File: config.mk
export PLATFORM = sky130hd
export DESIGN_NAME = ioctl_wb_loader_flat
export DESIGN_NICKNAME = d
export VERILOG_FILES = /design/src/rtl/archie_loader_pkg.sv /design/src/rtl/ioctl_wb_loader_if.sv /design/src/rtl/ioctl_wb_loader_fifo.sv /design/src/rtl/ioctl_wb_loader.sv /design/src/flat_wrapper.sv
export SDC_FILE = /design/constraint.sdc
export NUM_CORES = 1
export LEC_CHECK = 0
export CORE_MARGIN = 3
export CORE_UTILIZATION = 26
export CTS_CLUSTER_DIAMETER = 200
export DETAILED_ROUTE_END_ITERATION = 8
export GPL_TIMING_DRIVEN = 1
export HOLD_SLACK_MARGIN = 0.05
export PLACE_DENSITY = 0.51
export RECOVER_POWER = 50
export SLEW_MARGIN = 20
export SYNTH_ARGS = -nofsm -noshare
export SYNTH_HDL_FRONTEND = slang
export SYNTH_SLANG_ARGS = --single-unit
File: constraint.sdc
create_clock -name clk_sys -period 4.75 [get_ports clk_sys]
set_clock_uncertainty 0.2 [all_clocks]
set_input_delay 1.425 -clock clk_sys [delete_from_list [all_inputs] [get_ports clk_sys]]
set_output_delay 1.425 -clock clk_sys [all_outputs]
set_load 0.02 [all_outputs]
File: src/rtl/archie_loader_pkg.sv
// Shared types and helpers for the ioctl download loader.
// fifo_entry_t describes the default 32-bit / 24-bit RAM build.
package archie_loader_pkg;

  typedef enum logic [1:0] {
    ST_IDLE    = 2'd0,
    ST_HANDOFF = 2'd1,
    ST_LOAD    = 2'd2,
    ST_FLUSH   = 2'd3
  } ldr_state_t;

  localparam int unsigned LDR_DW  = 32;
  localparam int unsigned LDR_RAW = 24;
  localparam int unsigned LDR_SW  = LDR_DW / 8;

  typedef struct packed {
    logic [LDR_RAW-1:0] adr;
    logic [LDR_DW-1:0]  dat;
    logic [LDR_SW-1:0]  sel;
  } fifo_entry_t;

  // Clears the byte-lane bits of a byte address; sw must be a power of 2.
  function automatic logic [31:0] word_align(input logic [31:0] adr, input int unsigned sw);
    return adr & ~(sw - 32'd1);
  endfunction

endpackage

File: src/rtl/ioctl_wb_loader_if.sv
// Wishbone write-capable bus bundle used on both the core side and the RAM side.
interface ioctl_wb_loader_if #(
  parameter int DW  = 32,
  parameter int RAW = 24
);
  localparam int SW = DW / 8;

  logic           stb;
  logic           cyc;
  logic           we;
  logic [SW-1:0]  sel;
  logic [RAW-1:0] adr;
  logic [DW-1:0]  dat;
  logic           ack;

  modport master (output stb, output cyc, output we, output sel, output adr, output dat, input ack);
  modport slave  (input stb, input cyc, input we, input sel, input adr, input dat, output ack);
endinterface

File: src/rtl/ioctl_wb_loader_fifo.sv
// Synchronous FIFO with occupancy count; pushes while full and pops while empty are ignored.
module ldr_fifo #(
  parameter int WIDTH = 8,
  parameter int DEPTH = 4
) (
  input  logic                     clk_sys,
  input  logic                     reset,
  input  logic                     i_push,
  input  logic [WIDTH-1:0]         i_data,
  input  logic                     i_pop,
  output logic [WIDTH-1:0]         o_data,
  output logic [$clog2(DEPTH):0]   o_count,
  output logic                     o_full,
  output logic                     o_empty
);
  localparam int PW = $clog2(DEPTH);
  localparam int CW = PW + 1;

  logic [WIDTH-1:0] r_mem [DEPTH];
  logic [PW-1:0]    r_wr_ptr;
  logic [PW-1:0]    r_rd_ptr;
  logic [CW-1:0]    r_count;
  logic             w_do_push;
  logic             w_do_pop;

  assign o_full    = (r_count == CW'(DEPTH));
  assign o_empty   = (r_count == '0);
  assign w_do_push = i_push && !o_full;
  assign w_do_pop  = i_pop && !o_empty;
  assign o_data    = r_mem[r_rd_ptr];
  assign o_count   = r_count;

  always_ff @(posedge clk_sys) begin
    if (w_do_push) r_mem[r_wr_ptr] <= i_data;
  end

  always_ff @(posedge clk_sys) begin
    if (reset) begin
      r_wr_ptr <= '0;
      r_rd_ptr <= '0;
      r_count  <= '0;
    end else begin
      if (w_do_push) r_wr_ptr <= r_wr_ptr + PW'(1);
      if (w_do_pop)  r_rd_ptr <= r_rd_ptr + PW'(1);
      r_count <= r_count + CW'(w_do_push) - CW'(w_do_pop);
    end
  end

endmodule

File: src/rtl/ioctl_wb_loader.sv
// Bridges the HPS ioctl download port onto the shared Wishbone RAM port,
// owning arbitration between the loader FIFO and the core master.
module ioctl_wb_loader
  import archie_loader_pkg::*;
#(
  parameter int             DW    = 32,
  parameter int             AW    = 25,
  parameter int             RAW   = 24,
  parameter int             DEPTH = 4,
  parameter logic [RAW-1:0] BASE  = '0
) (
  input  logic                 clk_sys,
  input  logic                 reset,
  input  logic                 ioctl_download,
  input  logic                 ioctl_wr,
  input  logic [AW-1:0]        ioctl_addr,
  input  logic [DW-1:0]        ioctl_dout,
  input  logic [DW/8-1:0]      ioctl_sel,
  output logic                 ioctl_wait,
  ioctl_wb_loader_if.slave     core,
  ioctl_wb_loader_if.master    ram,
  output logic                 busy,
  output logic                 overflow,
  output logic [23:0]          words
);
  localparam int SW = DW / 8;
  localparam int CW = $clog2(DEPTH) + 1;

  typedef struct packed {
    logic [RAW-1:0] adr;
    logic [DW-1:0]  dat;
    logic [SW-1:0]  sel;
  } entry_t;

  // state      | meaning
  // ST_IDLE    | core owns RAM port, combinational passthrough
  // ST_HANDOFF | download started, waiting for core cycle in flight to finish
  // ST_LOAD    | loader owns RAM port, core stalled
  // ST_FLUSH   | download ended, draining FIFO before returning to core
  ldr_state_t    r_state;
  logic          r_dl_q;
  logic          r_gap;
  logic          r_wait;
  logic          r_busy;
  logic          r_overflow;
  logic [23:0]   r_words;

  entry_t        w_push_entry;
  entry_t        w_head;
  logic          w_active;
  logic          w_load;
  logic          w_push;
  logic          w_pop;
  logic          w_req;
  logic          w_full;
  logic          w_empty;
  logic          w_dl_rise;
  logic          w_core_done;
  logic [CW-1:0] w_count;
  logic [CW-1:0] w_next_count;

  generate
    if (AW > RAW) begin : g_addr_hi
      logic w_unused_addr_hi;
      assign w_unused_addr_hi = ^ioctl_addr[AW-1:RAW];
    end
  endgenerate

  assign w_active    = (r_state != ST_IDLE);
  assign w_load      = (r_state == ST_LOAD) || (r_state == ST_FLUSH);
  assign w_dl_rise   = ioctl_download && !r_dl_q;
  assign w_core_done = !core.cyc || ram.ack;
  assign w_push      = w_active && ioctl_wr && !w_full;
  // One idle cycle after every ack before the next entry is presented.
  assign w_req       = w_load && !w_empty && !r_gap;
  assign w_pop       = w_req && ram.ack;
  assign w_next_count = w_count + CW'(w_push) - CW'(w_pop);

  assign w_push_entry.adr = RAW'(word_align(32'(ioctl_addr[RAW-1:0]), SW)) + BASE;
  assign w_push_entry.dat = ioctl_dout;
  assign w_push_entry.sel = ioctl_sel;

  ldr_fifo #(
    .WIDTH ($bits(entry_t)),
    .DEPTH (DEPTH)
  ) u_fifo (
    .clk_sys (clk_sys),
    .reset   (reset),
    .i_push  (w_push),
    .i_data  (w_push_entry),
    .i_pop   (w_pop),
    .o_data  (w_head),
    .o_count (w_count),
    .o_full  (w_full),
    .o_empty (w_empty)
  );

  always_comb begin
    ram.stb  = core.stb;
    ram.cyc  = core.cyc;
    ram.we   = core.we;
    ram.sel  = core.sel;
    ram.adr  = RAW'(word_align(32'(core.adr), SW));
    ram.dat  = core.dat;
    core.ack = ram.ack;
    if (w_load) begin
      ram.stb  = w_req;
      ram.cyc  = w_req;
      ram.we   = w_req;
      ram.sel  = w_head.sel;
      ram.adr  = w_head.adr;
      ram.dat  = w_head.dat;
      core.ack = 1'b0;
    end
  end

  always_ff @(posedge clk_sys) begin
    if (reset) begin
      r_state    <= ST_IDLE;
      r_dl_q     <= 1'b0;
      r_gap      <= 1'b0;
      r_wait     <= 1'b0;
      r_busy     <= 1'b0;
      r_overflow <= 1'b0;
      r_words    <= '0;
    end else begin
      r_dl_q <= ioctl_download;
      r_gap  <= w_pop;
      r_wait <= (w_next_count >= CW'(DEPTH - 1));
      if (w_pop) r_words <= r_words + 24'd1;
      if (w_active && ioctl_wr && w_full) r_overflow <= 1'b1;
      case (r_state)
        ST_IDLE: begin
          if (w_dl_rise) begin
            r_state    <= ST_HANDOFF;
            r_busy     <= 1'b1;
            r_overflow <= 1'b0;
            r_words    <= '0;
          end
        end
        ST_HANDOFF: begin
          if (w_core_done) r_state <= ST_LOAD;
        end
        ST_LOAD: begin
          if (!ioctl_download) r_state <= ST_FLUSH;
        end
        ST_FLUSH: begin
          if (w_dl_rise) begin
            r_state <= ST_LOAD;
          end else if (w_empty) begin
            r_state <= ST_IDLE;
            r_busy  <= 1'b0;
          end
        end
        default: begin
          r_state <= ST_IDLE;
          r_busy  <= 1'b0;
        end
      endcase
    end
  end

  assign ioctl_wait = r_wait;
  assign busy       = r_busy;
  assign overflow   = r_overflow;
  assign words      = r_words;

endmodule

File: src/flat_wrapper.sv
// flat-port wrapper written by rule: the top's interface ports become plain ports
module ioctl_wb_loader_flat import archie_loader_pkg::*;
#(
  parameter int             DW    = 32,
  parameter int             AW    = 25,
  parameter int             RAW   = 24,
  parameter int             DEPTH = 4,
  parameter logic [RAW-1:0] BASE  = '0
)
  (clk_sys, reset, ioctl_download, ioctl_wr, ioctl_addr, ioctl_dout, ioctl_sel, ioctl_wait, busy, overflow, words, core_stb, core_cyc, core_we, core_sel, core_adr, core_dat, core_ack, ram_stb, ram_cyc, ram_we, ram_sel, ram_adr, ram_dat, ram_ack);
  ioctl_wb_loader_if #(.DW(DW), .RAW(RAW)) core_i ();
  ioctl_wb_loader_if #(.DW(DW), .RAW(RAW)) ram_i ();
  input  logic clk_sys;
  input  logic reset;
  input  logic ioctl_download;
  input  logic ioctl_wr;
  input  logic [AW-1:0] ioctl_addr;
  input  logic [DW-1:0] ioctl_dout;
  input  logic [DW/8-1:0] ioctl_sel;
  output logic ioctl_wait;
  output logic busy;
  output logic overflow;
  output logic [23:0] words;
  input wire logic [$bits(core_i.stb)-1:0] core_stb;
  input wire logic [$bits(core_i.cyc)-1:0] core_cyc;
  input wire logic [$bits(core_i.we)-1:0] core_we;
  input wire logic [$bits(core_i.sel)-1:0] core_sel;
  input wire logic [$bits(core_i.adr)-1:0] core_adr;
  input wire logic [$bits(core_i.dat)-1:0] core_dat;
  output wire logic [$bits(core_i.ack)-1:0] core_ack;
  output wire logic [$bits(ram_i.stb)-1:0] ram_stb;
  output wire logic [$bits(ram_i.cyc)-1:0] ram_cyc;
  output wire logic [$bits(ram_i.we)-1:0] ram_we;
  output wire logic [$bits(ram_i.sel)-1:0] ram_sel;
  output wire logic [$bits(ram_i.adr)-1:0] ram_adr;
  output wire logic [$bits(ram_i.dat)-1:0] ram_dat;
  input wire logic [$bits(ram_i.ack)-1:0] ram_ack;
  assign core_i.stb = core_stb;
  assign core_i.cyc = core_cyc;
  assign core_i.we = core_we;
  assign core_i.sel = core_sel;
  assign core_i.adr = core_adr;
  assign core_i.dat = core_dat;
  assign core_ack = core_i.ack;
  assign ram_stb = ram_i.stb;
  assign ram_cyc = ram_i.cyc;
  assign ram_we = ram_i.we;
  assign ram_sel = ram_i.sel;
  assign ram_adr = ram_i.adr;
  assign ram_dat = ram_i.dat;
  assign ram_i.ack = ram_ack;
  ioctl_wb_loader #(.DW(DW), .AW(AW), .RAW(RAW), .DEPTH(DEPTH), .BASE(BASE)) u_core (.clk_sys(clk_sys), .reset(reset), .ioctl_download(ioctl_download), .ioctl_wr(ioctl_wr), .ioctl_addr(ioctl_addr), .ioctl_dout(ioctl_dout), .ioctl_sel(ioctl_sel), .ioctl_wait(ioctl_wait), .core(core_i), .ram(ram_i), .busy(busy), .overflow(overflow), .words(words));
endmodule
==> flow_summary.toml <==
[global_route]
grt_max_degree = 41
overflow = 0
antenna_found_initial = 7
grt_first_pass_wirelength_um = 39400
track_usage_pct = 11.58
grt_pass1_vias = 6468

[clock_tree]
cts_root_buffer = "clkbuf_16"
cts_buffers = 34
ctsResizeCount = 0
clock_path_buffers = 3
post-cts-setup-buffers = 0
clock_latency_ns = 0.50
tritoncts = "built"
holdBufCountCts = 0
clk_pin_slew_ns = 0.06
cts_max_level = 2
cts_sinks = 272

[final_layout]
seq_area_um2 = 7779
mostFrequentLayoutCells = "232 x edfxtp_1, 150 x clkdlybuf4s50_1, 62 x dlygate4sd3_1, 58 x mux4_2, 58 x mux2_2"
areaGrowthSynthToFinish_pct = 36.10
layout-drive-gt1-share_pct = 21.79
multiInputGateArea_um2 = 3093
fin_nets = 988
nFillCells = 3897
final_common_cell = "edfxtp_1"

[timing]
worst-slew-pin-transition_ns = 1.256
slew_violations = 0
finalHoldViolCount = 0
tns_ns = 0
max_freq_mhz = 224.8
rsz0062_at_grt = "no"
max_slew_margin_pct = 16.24
post-route-period-util_pct = 93.65
setup_viol = 0
fin_crit_ns = 4.449
whs_ns = 0.2856

[synth]
yosysWarnings = 0
synth_ff_type = "edfxtp_1"
synth_edf_count = 232
async_flop_share_pct = 0
syn_inst = 607
yosysUniqueCellTypes = 44
ys_ff_latch = 272
synth.avg_cell_area_um2 = 18.20
yosysSeqAreaShare_pct = 70.30
syn-cell-area_um2 = 11050

[placement]
portBuffers = 212
hpwlAfterDp_um = 16990
place.gp.congestion = 0.6960

[route]
ant_nets = 0
first_iter_violations = 377
drc = 0
post_drt_wl_per_cell_um = 18.49
viasPerCell = 4.477
drt_first_pass_iters = 4
vias = 6304
wl_um = 26040

[hold_path]
hp-class = "reg -> reg"
hold_depth = 2

[critical_path]
cp-end-kind = "output port"
r2r_cells = 5
cp.required_ns = 3.12
crit_type = "in -> out"
worstSetupStartpointType = "input pin"
critical_path_peak_fanout = 6
cp.arrival_ns = 2.82

[floorplanning]
rows = 74
die-area_um2 = 45010
die_w_um = 212.2
ios = 220
start_util_pct = 26.70
die_y_um = 212.2
core_um2 = 41390

[flow_run]
drv_cap = 0

[power]
ir_worst_vdd_mv = 0.1863
powerDensity_nw_per_um2 = 386.0
leakagePower_uw = 0.004783

[outcome]
status = "finished, final reports clean"
-- metrics by stage --
step	setup WS (ns)	area [um2]	total power, uW	cells	utilization (%)
6_report	0.3015	15040	5804	1408	36.34
5_1_grt	0.1385	15030	6064	1404	36.31
4_1_cts	0.2025	15050	5938	1404	36.36
3_5_place_dp	0.3560	13980	3436	1344	33.78
3_3_place_gp	0.3445	13980	3432	1344	33.78
2_1_floorplan	0.7269	11050	3093	608	-
-- report_power, final --
part	total (uW)	leakage (uW)	internal [uW]	switching (uW)
sequential	2720	0.00242	2680	40.7
clock	2450	0.000515	1480	962
combinational	643	0.00184	337	305
total	5800	0.00478	4500	1310
-- sequential cells by signal (all words and copies together) (netlist names), named ones only --
register,count
u_core.busy,1
u_core.ioctl_wait,1
u_core.overflow,1
u_core.r_dl_q,1
u_core.r_gap,1
u_core.r_state,2
u_core.u_fifo.o_count,3
u_core.u_fifo.r_mem,232
u_core.u_fifo.r_rd_ptr,2
u_core.u_fifo.r_wr_ptr,2
u_core.words,24
-- area by class of cell --
cell class,count,area share (%)
diodes,4,0.06656
clock buffers,40,5.807
clock inverters,20,1.290
inverters,15,0.3744
multi-input cells,291,20.57
flip-flops and latches,272,51.73
well taps,532,4.426
repair buffers,234,15.74
-- metal layers --
metal | track usage [%] | vias up | share of wire [%]
li1 | - | 2937 | -
met1 | 15.96 | 3138 | 46
met2 | 17.88 | 182 | 45
met3 | 3.423 | 41 | 6.4
met4 | 3.233 | 6 | 2.1
met5 | 0 | - | 0.13
-- critical path: stages --
cell	delay [ns]
dlygate4sd3_1	0.63
nor2b_1	0.15
clkdlybuf4s50_1	0.61
-- synthesized netlist by cell type, drive strengths merged (2+ instances only) --
cell type | count | area share [%]
nand4 | 10 | 0.62
nand2b | 2 | 0.11
buf | 19 | 0.83
nor4 | 5 | 0.34
mux4 | 58 | 12
nand3b | 3 | 0.20
and2 | 4 | 0.23
edfxtp | 232 | 63
and3 | 3 | 0.17
xnor2 | 6 | 0.48
nand3 | 9 | 0.41
or3 | 9 | 0.55
dfxtp | 40 | 7.2
fa | 2 | 0.36
o31ai | 7 | 0.48
inv | 15 | 0.51
ha | 9 | 1.0
o21ai | 10 | 0.45
nor2 | 19 | 0.65
nand2 | 17 | 0.58
o31a | 2 | 0.16
mux2 | 58 | 5.9
a21oi | 17 | 0.77
xor2 | 5 | 0.40
nor2b | 5 | 0.28
mux2i | 3 | 0.27
nor3 | 6 | 0.27
o21a | 3 | 0.20
or4 | 6 | 0.41
and4 | 4 | 0.32
clkbuf | 11 | 0.37
-- cell families after synthesis --
| group | Yosys count | share of synthesized area, % |
|---|---|---|
| AND/OR/NAND/NOR | 105 | 5.356 |
| XOR/XNOR | 11 | 0.8719 |
| adder cells (fa/ha/maj) | 11 | 1.382 |
| flip-flops | 272 | 70.30 |
| buffers and inverters | 45 | 1.710 |
| other | 1 | 0.03394 |
| multiplexers | 119 | 18.00 |
| AO/OA/AOI/OAI | 43 | 2.344 |
-- final timing paths --
check                                    end              start  slack, ns
setup / recovery                    core_ack            ram_ack       0.30
hold / removal              u_core.words[23]   u_core.words[23]       0.29
setup reg to reg  u_core.u_fifo.r_mem[0][23]  u_core.r_state[1]       1.34
hold reg to reg             u_core.words[23]   u_core.words[23]       0.29
Power figures use the tool's default switching activity.
